$ cat config.mk
export PLATFORM = sky130hd
export DESIGN_NAME = hue_seq_ctrl
export DESIGN_NICKNAME = d
export VERILOG_FILES = /design/src/rtl/hsv_pkg.sv /design/src/rtl/serial_div.sv /design/src/rtl/hue_seq_ctrl.sv
export SDC_FILE = /design/constraint.sdc
export NUM_CORES = 1
export LEC_CHECK = 0
export CELL_PAD_IN_SITES_DETAIL_PLACEMENT = 1
export CELL_PAD_IN_SITES_GLOBAL_PLACEMENT = 1
export CORE_ASPECT_RATIO = 1.2
export CORE_UTILIZATION = 45
export CTS_CLUSTER_DIAMETER = 60
export DETAILED_ROUTE_END_ITERATION = 16
export HOLD_SLACK_MARGIN = 0.06
export PLACE_DENSITY_LB_ADDON = 0.3
export SLEW_MARGIN = 20
export SYNTH_ARGS = -nofsm -noshare
export SYNTH_HDL_FRONTEND = slang
export SYNTH_SLANG_ARGS = --single-unit
$ cat constraint.sdc
create_clock -name clk -period 6.35 [get_ports clk]
set_input_delay 1.27 -clock clk [delete_from_list [all_inputs] [get_ports clk]]
set_output_delay 1.27 -clock clk [all_outputs]
set_load 0.02 [all_outputs]
$ cat src/rtl/hsv_pkg.sv
// Shared constants and types for the HSV hue sequencing controller.
// Contents: channel index encoding, controller FSM state enum, and the
// 60-degree sector multipliers used to place hue within the colour wheel.
package hsv_pkg;

  // Channel indices reported on max_index / min_index.
  localparam logic [1:0] CH_RED   = 2'd0;
  localparam logic [1:0] CH_GREEN = 2'd1;
  localparam logic [1:0] CH_BLUE  = 2'd2;

  // Sequencer states.
  typedef enum logic [1:0] {
    S_IDLE = 2'd0,
    S_CMP  = 2'd1,
    S_DIV  = 2'd2,
    S_OUT  = 2'd3
  } state_t;

  // Sector base in units of one 60-degree sector (scaled by 2^FRAC_BITS).
  localparam int unsigned SEC_RED   = 0;
  localparam int unsigned SEC_GREEN = 2;
  localparam int unsigned SEC_BLUE  = 4;
  localparam int unsigned SEC_COUNT = 6;

endpackage

$ cat src/rtl/serial_div.sv
// Serial restoring divider, one quotient bit per enabled clock.
// Ports:
//   clk, rst (async, active-high), ce (clock enable)
//   start      : load dividend/divisor and begin (ignored while ce=0)
//   dividend   : DVD_W-bit unsigned numerator
//   divisor    : DVS_W-bit unsigned denominator (must be non-zero)
//   busy       : registered, high while quotient bits are being produced
//   done_c     : combinational, high in the cycle whose edge retires the last bit
//   quotient_c : combinational quotient as it will stand after that edge,
//                optionally rounded to nearest (ROUND_NEAREST)
module serial_div #(
  parameter int unsigned DVD_W         = 18,
  parameter int unsigned DVS_W         = 10,
  parameter bit          ROUND_NEAREST = 1'b0
) (
  input  logic             clk,
  input  logic             rst,
  input  logic             ce,
  input  logic             start,
  input  logic [DVD_W-1:0] dividend,
  input  logic [DVS_W-1:0] divisor,
  output logic             busy,
  output logic             done_c,
  output logic [DVD_W-1:0] quotient_c
);

  localparam int unsigned CNT_W = $clog2(DVD_W + 1);

  logic [CNT_W-1:0] cnt;
  logic [DVS_W-1:0] dvs;
  logic [DVS_W-1:0] rem;
  logic [DVS_W-1:0] rem_nxt;
  logic [DVD_W-1:0] quo;
  logic [DVD_W-1:0] quo_nxt;
  logic [DVS_W:0]   trial;
  logic             ge;
  logic             round_up;

  // One restoring step; quo shifts dividend bits out and quotient bits in.
  always_comb begin
    trial      = {rem, quo[DVD_W-1]};
    ge         = (trial >= {1'b0, dvs});
    rem_nxt    = ge ? DVS_W'(trial - {1'b0, dvs}) : DVS_W'(trial);
    quo_nxt    = {quo[DVD_W-2:0], ge};
    round_up   = ROUND_NEAREST && ({rem_nxt, 1'b0} >= {1'b0, dvs});
    quotient_c = quo_nxt + DVD_W'(round_up);
    done_c     = busy && (cnt == CNT_W'(1));
  end

  always_ff @(posedge clk or posedge rst) begin
    if (rst) begin
      cnt  <= '0;
      dvs  <= '0;
      rem  <= '0;
      quo  <= '0;
      busy <= 1'b0;
    end else if (ce) begin
      if (start) begin
        dvs  <= divisor;
        quo  <= dividend;
        rem  <= '0;
        cnt  <= CNT_W'(DVD_W);
        busy <= 1'b1;
      end else if (busy) begin
        quo <= quo_nxt;
        rem <= rem_nxt;
        cnt <= cnt - CNT_W'(1);
        if (cnt == CNT_W'(1)) begin
          busy <= 1'b0;
        end
      end
    end
  end

endmodule

$ cat src/rtl/hue_seq_ctrl.sv
// HSV hue sequencing controller for the skin-detection colour-space stage.
// Accepts one RGB pixel per transaction, finds max/min channels, divides the
// sector difference by delta with a shared serial divider and emits hue,
// value and delta over a valid/ready handshake.
// Build option: define HUE_ROUND_EN to round the sector fraction to nearest
// instead of truncating (latency unchanged).
// Ports:
//   clk, rst (async, active-high), ce (clock enable, low freezes everything)
//   in_valid/in_ready, red/green/blue      : pixel input handshake
//   out_valid/out_ready, hue/value/delta,
//   max_index/min_index                    : result output handshake
module hue_seq_ctrl
  import hsv_pkg::*;
#(
  parameter int unsigned DATA_W    = 10,
  parameter int unsigned FRAC_BITS = 8,
  parameter int unsigned HUE_W     = FRAC_BITS + 3
) (
  input  logic              clk,
  input  logic              rst,
  input  logic              ce,
  input  logic              in_valid,
  output logic              in_ready,
  input  logic [DATA_W-1:0] red,
  input  logic [DATA_W-1:0] green,
  input  logic [DATA_W-1:0] blue,
  output logic              out_valid,
  input  logic              out_ready,
  output logic [HUE_W-1:0]  hue,
  output logic [DATA_W-1:0] value,
  output logic [DATA_W-1:0] delta,
  output logic [1:0]        max_index,
  output logic [1:0]        min_index
);

  localparam int unsigned DIFF_W = DATA_W + 1;
  localparam int unsigned DVD_W  = DATA_W + FRAC_BITS;
  localparam int unsigned SUM_W  = DVD_W + 2;
`ifdef HUE_ROUND_EN
  localparam bit ROUND = 1'b1;
`else
  localparam bit ROUND = 1'b0;
`endif

  state_t            state;
  logic              in_ready_q;
  logic              neg_q;
  logic [DATA_W-1:0] r_q, g_q, b_q;

  logic [1:0]               max_idx_c, min_idx_c;
  logic [DATA_W-1:0]        max_val_c, min_val_c, delta_c;
  logic signed [DIFF_W-1:0] diff_c;
  logic [DIFF_W-1:0]        abs_c;
  logic [DVD_W-1:0]         dividend_c;
  logic                     div_start_c;
  logic                     div_busy;
  logic                     div_done_c;
  logic [DVD_W-1:0]         div_quot_c;
  logic [SUM_W-1:0]         base_c;
  logic signed [SUM_W-1:0]  mag_c, sum_c;
  logic [HUE_W-1:0]         hue_div_c;

  // ce low masks the registered ready so no pixel is taken while frozen.
  assign in_ready = in_ready_q && ce;

  // Max/min selection (ties favour red, then green) and the sector difference.
  always_comb begin
    max_idx_c = CH_RED;
    max_val_c = r_q;
    if (!(r_q >= g_q && r_q >= b_q)) begin
      if (g_q >= b_q) begin
        max_idx_c = CH_GREEN;
        max_val_c = g_q;
      end else begin
        max_idx_c = CH_BLUE;
        max_val_c = b_q;
      end
    end
    min_idx_c = CH_RED;
    min_val_c = r_q;
    if (!(r_q <= g_q && r_q <= b_q)) begin
      if (g_q <= b_q) begin
        min_idx_c = CH_GREEN;
        min_val_c = g_q;
      end else begin
        min_idx_c = CH_BLUE;
        min_val_c = b_q;
      end
    end
    delta_c = max_val_c - min_val_c;
    case (max_idx_c)
      CH_RED:   diff_c = $signed({1'b0, g_q}) - $signed({1'b0, b_q});
      CH_GREEN: diff_c = $signed({1'b0, b_q}) - $signed({1'b0, r_q});
      default:  diff_c = $signed({1'b0, r_q}) - $signed({1'b0, g_q});
    endcase
    abs_c       = diff_c[DIFF_W-1] ? DIFF_W'(-diff_c) : DIFF_W'(diff_c);
    dividend_c  = DVD_W'({abs_c, {FRAC_BITS{1'b0}}});
    div_start_c = ce && (state == S_CMP) && (delta_c != '0);
  end

  // Final hue from the divider's last-step quotient, wrapped into 0..6 sectors.
  always_comb begin
    case (max_index)
      CH_RED:   base_c = SUM_W'(SEC_RED) << FRAC_BITS;
      CH_GREEN: base_c = SUM_W'(SEC_GREEN) << FRAC_BITS;
      default:  base_c = SUM_W'(SEC_BLUE) << FRAC_BITS;
    endcase
    mag_c = $signed(SUM_W'(div_quot_c));
    sum_c = $signed(base_c) + (neg_q ? -mag_c : mag_c);
    if (sum_c[SUM_W-1]) begin
      sum_c = sum_c + $signed(SUM_W'(SEC_COUNT) << FRAC_BITS);
    end
    hue_div_c = HUE_W'(sum_c);
  end

  serial_div #(
    .DVD_W        (DVD_W),
    .DVS_W        (DATA_W),
    .ROUND_NEAREST(ROUND)
  ) u_div (
    .clk       (clk),
    .rst       (rst),
    .ce        (ce),
    .start     (div_start_c),
    .dividend  (dividend_c),
    .divisor   (delta_c),
    .busy      (div_busy),
    .done_c    (div_done_c),
    .quotient_c(div_quot_c)
  );

  // Sequencer: single outstanding transaction, outputs registered.
  always_ff @(posedge clk or posedge rst) begin
    if (rst) begin
      state      <= S_IDLE;
      in_ready_q <= 1'b0;
      neg_q      <= 1'b0;
      r_q        <= '0;
      g_q        <= '0;
      b_q        <= '0;
      out_valid  <= 1'b0;
      hue        <= '0;
      value      <= '0;
      delta      <= '0;
      max_index  <= '0;
      min_index  <= '0;
    end else if (ce) begin
      case (state)
        S_IDLE: begin
          if (in_valid && in_ready_q) begin
            r_q        <= red;
            g_q        <= green;
            b_q        <= blue;
            in_ready_q <= 1'b0;
            state      <= S_CMP;
          end else begin
            in_ready_q <= 1'b1;
          end
        end
        S_CMP: begin
          value     <= max_val_c;
          delta     <= delta_c;
          max_index <= max_idx_c;
          min_index <= min_idx_c;
          neg_q     <= diff_c[DIFF_W-1];
          if (delta_c == '0) begin
            hue       <= '0;
            out_valid <= 1'b1;
            state     <= S_OUT;
          end else begin
            state <= S_DIV;
          end
        end
        S_DIV: begin
          if (div_busy && div_done_c) begin
            hue       <= hue_div_c;
            out_valid <= 1'b1;
            state     <= S_OUT;
          end
        end
        S_OUT: begin
          if (out_ready) begin
            out_valid  <= 1'b0;
            in_ready_q <= 1'b1;
            state      <= S_IDLE;
          end
        end
        default: state <= S_IDLE;
      endcase
    end
  end

endmodule

==> results.toml <==
[floorplan]
die_x_um = 127
start_util_pct = 46.0
rows = 54
die_h_um = 152
io_pins = 72
fp.dieArea_um2 = 19200
coreArea_um2 = 18200

[clocking]
cts_made_buffers = 17
cts_tree = "built"
cts-hold-fix-buffers = 0
cts_buffer_depth = 2
cts_root_buffer = "clkbuf_16"
clock_latency_ps = 430
clkTransAtPathRegs_ps = 60
clkSinkCount = 114
cts.htree.levels = 4

[worst_setup_path]
r2r_cells = 24
cp-start-kind = "register"
crit_end = "hue[8]$_DFFE_PP0P_"
worst_r2r_endpoint = "hue[8]$_DFFE_PP0P_"
timing_worst_setup_path_type = "register to register"
rrSetupSlack_ps = 330
worstSetupEndpointType = "register"
required_ps = 6700
worstPathArrival_ps = 6370
r2r_start = "b_q[3]$_DFFE_PP0P_"
cp_max_fo = 18
critPathLaunch = "b_q[3]$_DFFE_PP0P_"

[pwr]
p_leak_uw = 0.00468
total_power_uw = 1850
ir_worst_vdd_mv = 0.179
power.density_nw_per_um2 = 184

[finish]
regArea_um2 = 2850
antennaDiodeCount = 0
nets = 1119
fillCellCount = 2115
layout-drive-gt1-share_pct = 9.97
multi_input_area_um2 = 5140
areaGrowthSynthToFinish_pct = 20.0

[route]
vias_per_cell = 5.82
vias = 7314
wire_per_inst_um = 19.9
drc_errors = 0
ant_nets = 0
drt_wl_total_um = 25000
dr.pass1.iters = 4
drt_iter0_markers = 307

[timing]
timing.final.hold_violations = 0
finalCriticalPeriod_ps = 6020
fmax_mhz = 166
setup_viol = 0
period_share_pct = 94.8
rsz0062_at_grt = "no"
tightest_slew_ps = 1020
fin_skew_ps = 10.5
maxSlewHeadroom_pct = 31.9
drv_slew = 0
setup_tns_ps = 0

[yosys]
syn_area_per_cell_um2 = 8.81
synth_seq_cells = 114
ys.flop_type = "dfrtp_1"
synth_edf_count = 0
synthesis.instances = 952
yosysSeqAreaShare_pct = 34.0
synthArstFlopShare_pct = 100
synth_cell_types = 67
synthTopCellsByCount = "nand2_1 (124), dfrtp_1 (114), inv_1 (74)"
syn_area_um2 = 8390
synth.most_common_cell = "nand2_1"
synth_top_cell_by_area = "dfrtp_1"
synth_top_area_share_pct = 34.0
ys_warn_count = 0
synth_fp_nets = 1051
synth_area_leaders = "dfrtp_1 (34%), ha_1 (8.7%), nand2_1 (5.5%), mux2i_1 (5.4%), mux2_2 (4.4%)"

[grt]
grt_pass1_vias = 7694
grt_overflow = 0
track_usage_pct = 27.5
antenna_found_initial = 0
grt_pass1_wl_um = 40300
grt_max_degree = 74

[run]
cap_violations = 0

[place]
place.gp.congestion = 0.910
io_buffers = 71
post-dp-hpwl_um = 18600

[status]
status = "finished clean"

[worst_hold_path]
min-delay-path-class = "register to register"
## placed cells by master (no fill, tap or decap), drive strengths merged, types with 13 or more instances in the layout
master	count
a21o	24
a211oi	17
xnor2	36
a21oi	49
clkbuf	20
inv	75
buf	17
dfrtp	114
xor2	26
nand2	125
nand3	21
nor2	57
mux2	33
mux2i	45
o21ai	59
o21a	13
ha	58
clkdlybuf4s50	71
nor2b	14
## per-stage QoR
stage	util, %	setup WS [ps]	cells	cell area (um2)	hold WS, ps
2_1_floorplan	-	726	952	8390	474
3_3_place_gp	51.3	376	1222	9360	459
3_5_place_dp	51.3	178	1222	9360	467
4_1_cts	55.0	158	1254	10000	482
5_1_grt	55.2	30.8	1257	10100	499
6_report	55.2	332	1257	10100	475
## area by class of cell
type	count	share of cell area, %
inverters	74	2.78
clock inverters	12	2.01
clock buffers	20	4.54
repair buffers	88	8.45
well taps	224	2.78
flip-flops and latches	114	28.3
multi-input cells	725	51.1
## worst max-delay path, stage by stage, from the launching register on
cell	delay (ps)
dfrtp_1	410
inv_1	110
ha_1	500
nand3_1	180
nor4_2	370
buf_4	180
a21o_1	220
buf_4	280
nand2_1	70
o21ai_0	110
nand2_1	90
o21ai_0	120
ha_1	290
fa_1	250
nor2b_1	80
o31a_1	270
or4_1	420
a31oi_1	210
xnor2_1	160
nor4_2	400
nand4b_1	170
or3_1	380
o311ai_2	180
buf_4	290
mux2i_1	200
## power breakdown
| part | switching (uW) | internal [uW] | leakage [uW] |
|---|---|---|---|
| registers | 0 | 727 | 0.00148 |
| logic | 19.2 | 19.1 | 0.00289 |
| clock network | 365 | 717 | 0.000309 |
| total | 385 | 1460 | 0.00468 |
## worst min-delay path by stage
stage                        startpoint                       end  cells past startpoint
2_1_floorplan  u_div.dvs[0]$_DFFE_PP0P_  u_div.dvs[0]$_DFFE_PP0P_                      2
3_3_place_gp       delta[6]$_DFFE_PP0P_      delta[6]$_DFFE_PP0P_                      2
3_5_place_dp       value[6]$_DFFE_PP0P_      value[6]$_DFFE_PP0P_                      2
4_1_cts            value[6]$_DFFE_PP0P_      value[6]$_DFFE_PP0P_                      2
5_1_grt        min_index[0]$_DFFE_PP0P_  min_index[0]$_DFFE_PP0P_                      2
6_report           value[8]$_DFFE_PP0P_      value[8]$_DFFE_PP0P_                      2
## per-layer routing
layer,global-route usage (%),up-vias,routed length (um)
met2,52.1,141,13400
met3,3.72,52,587
met5,0,-,0
met1,30.0,3652,10000
met4,14.2,0,1020
li1,-,3469,-
## flip-flops by register name, indices dropped and copies added, names as in the netlist, 10 cells and up
signal	cells
u_div.rem	10
g_q	10
u_div.quo	18
value	10
hue	11
b_q	10
u_div.dvs	10
r_q	10
delta	10
## logic make-up (layout without fill, tap and decap cells)
logic type,Yosys count,count (layout),share of synthesized area (%)
simple gates,286,286,16.2
compound gates,235,235,18.3
flops,114,114,34.0
buf+inv,113,194,5.13
mux,78,78,9.80
fa+ha+maj,64,64,10.1
xor+xnor,62,62,6.47
## what timing repair did
action,CTS,global route
pin swaps,0,1
resized for setup,1,3
setup endpoints to repair,1,10
buffers inserted,0,3
gates cloned,0,0
Note: power is estimated with default switching activity, not from simulation.
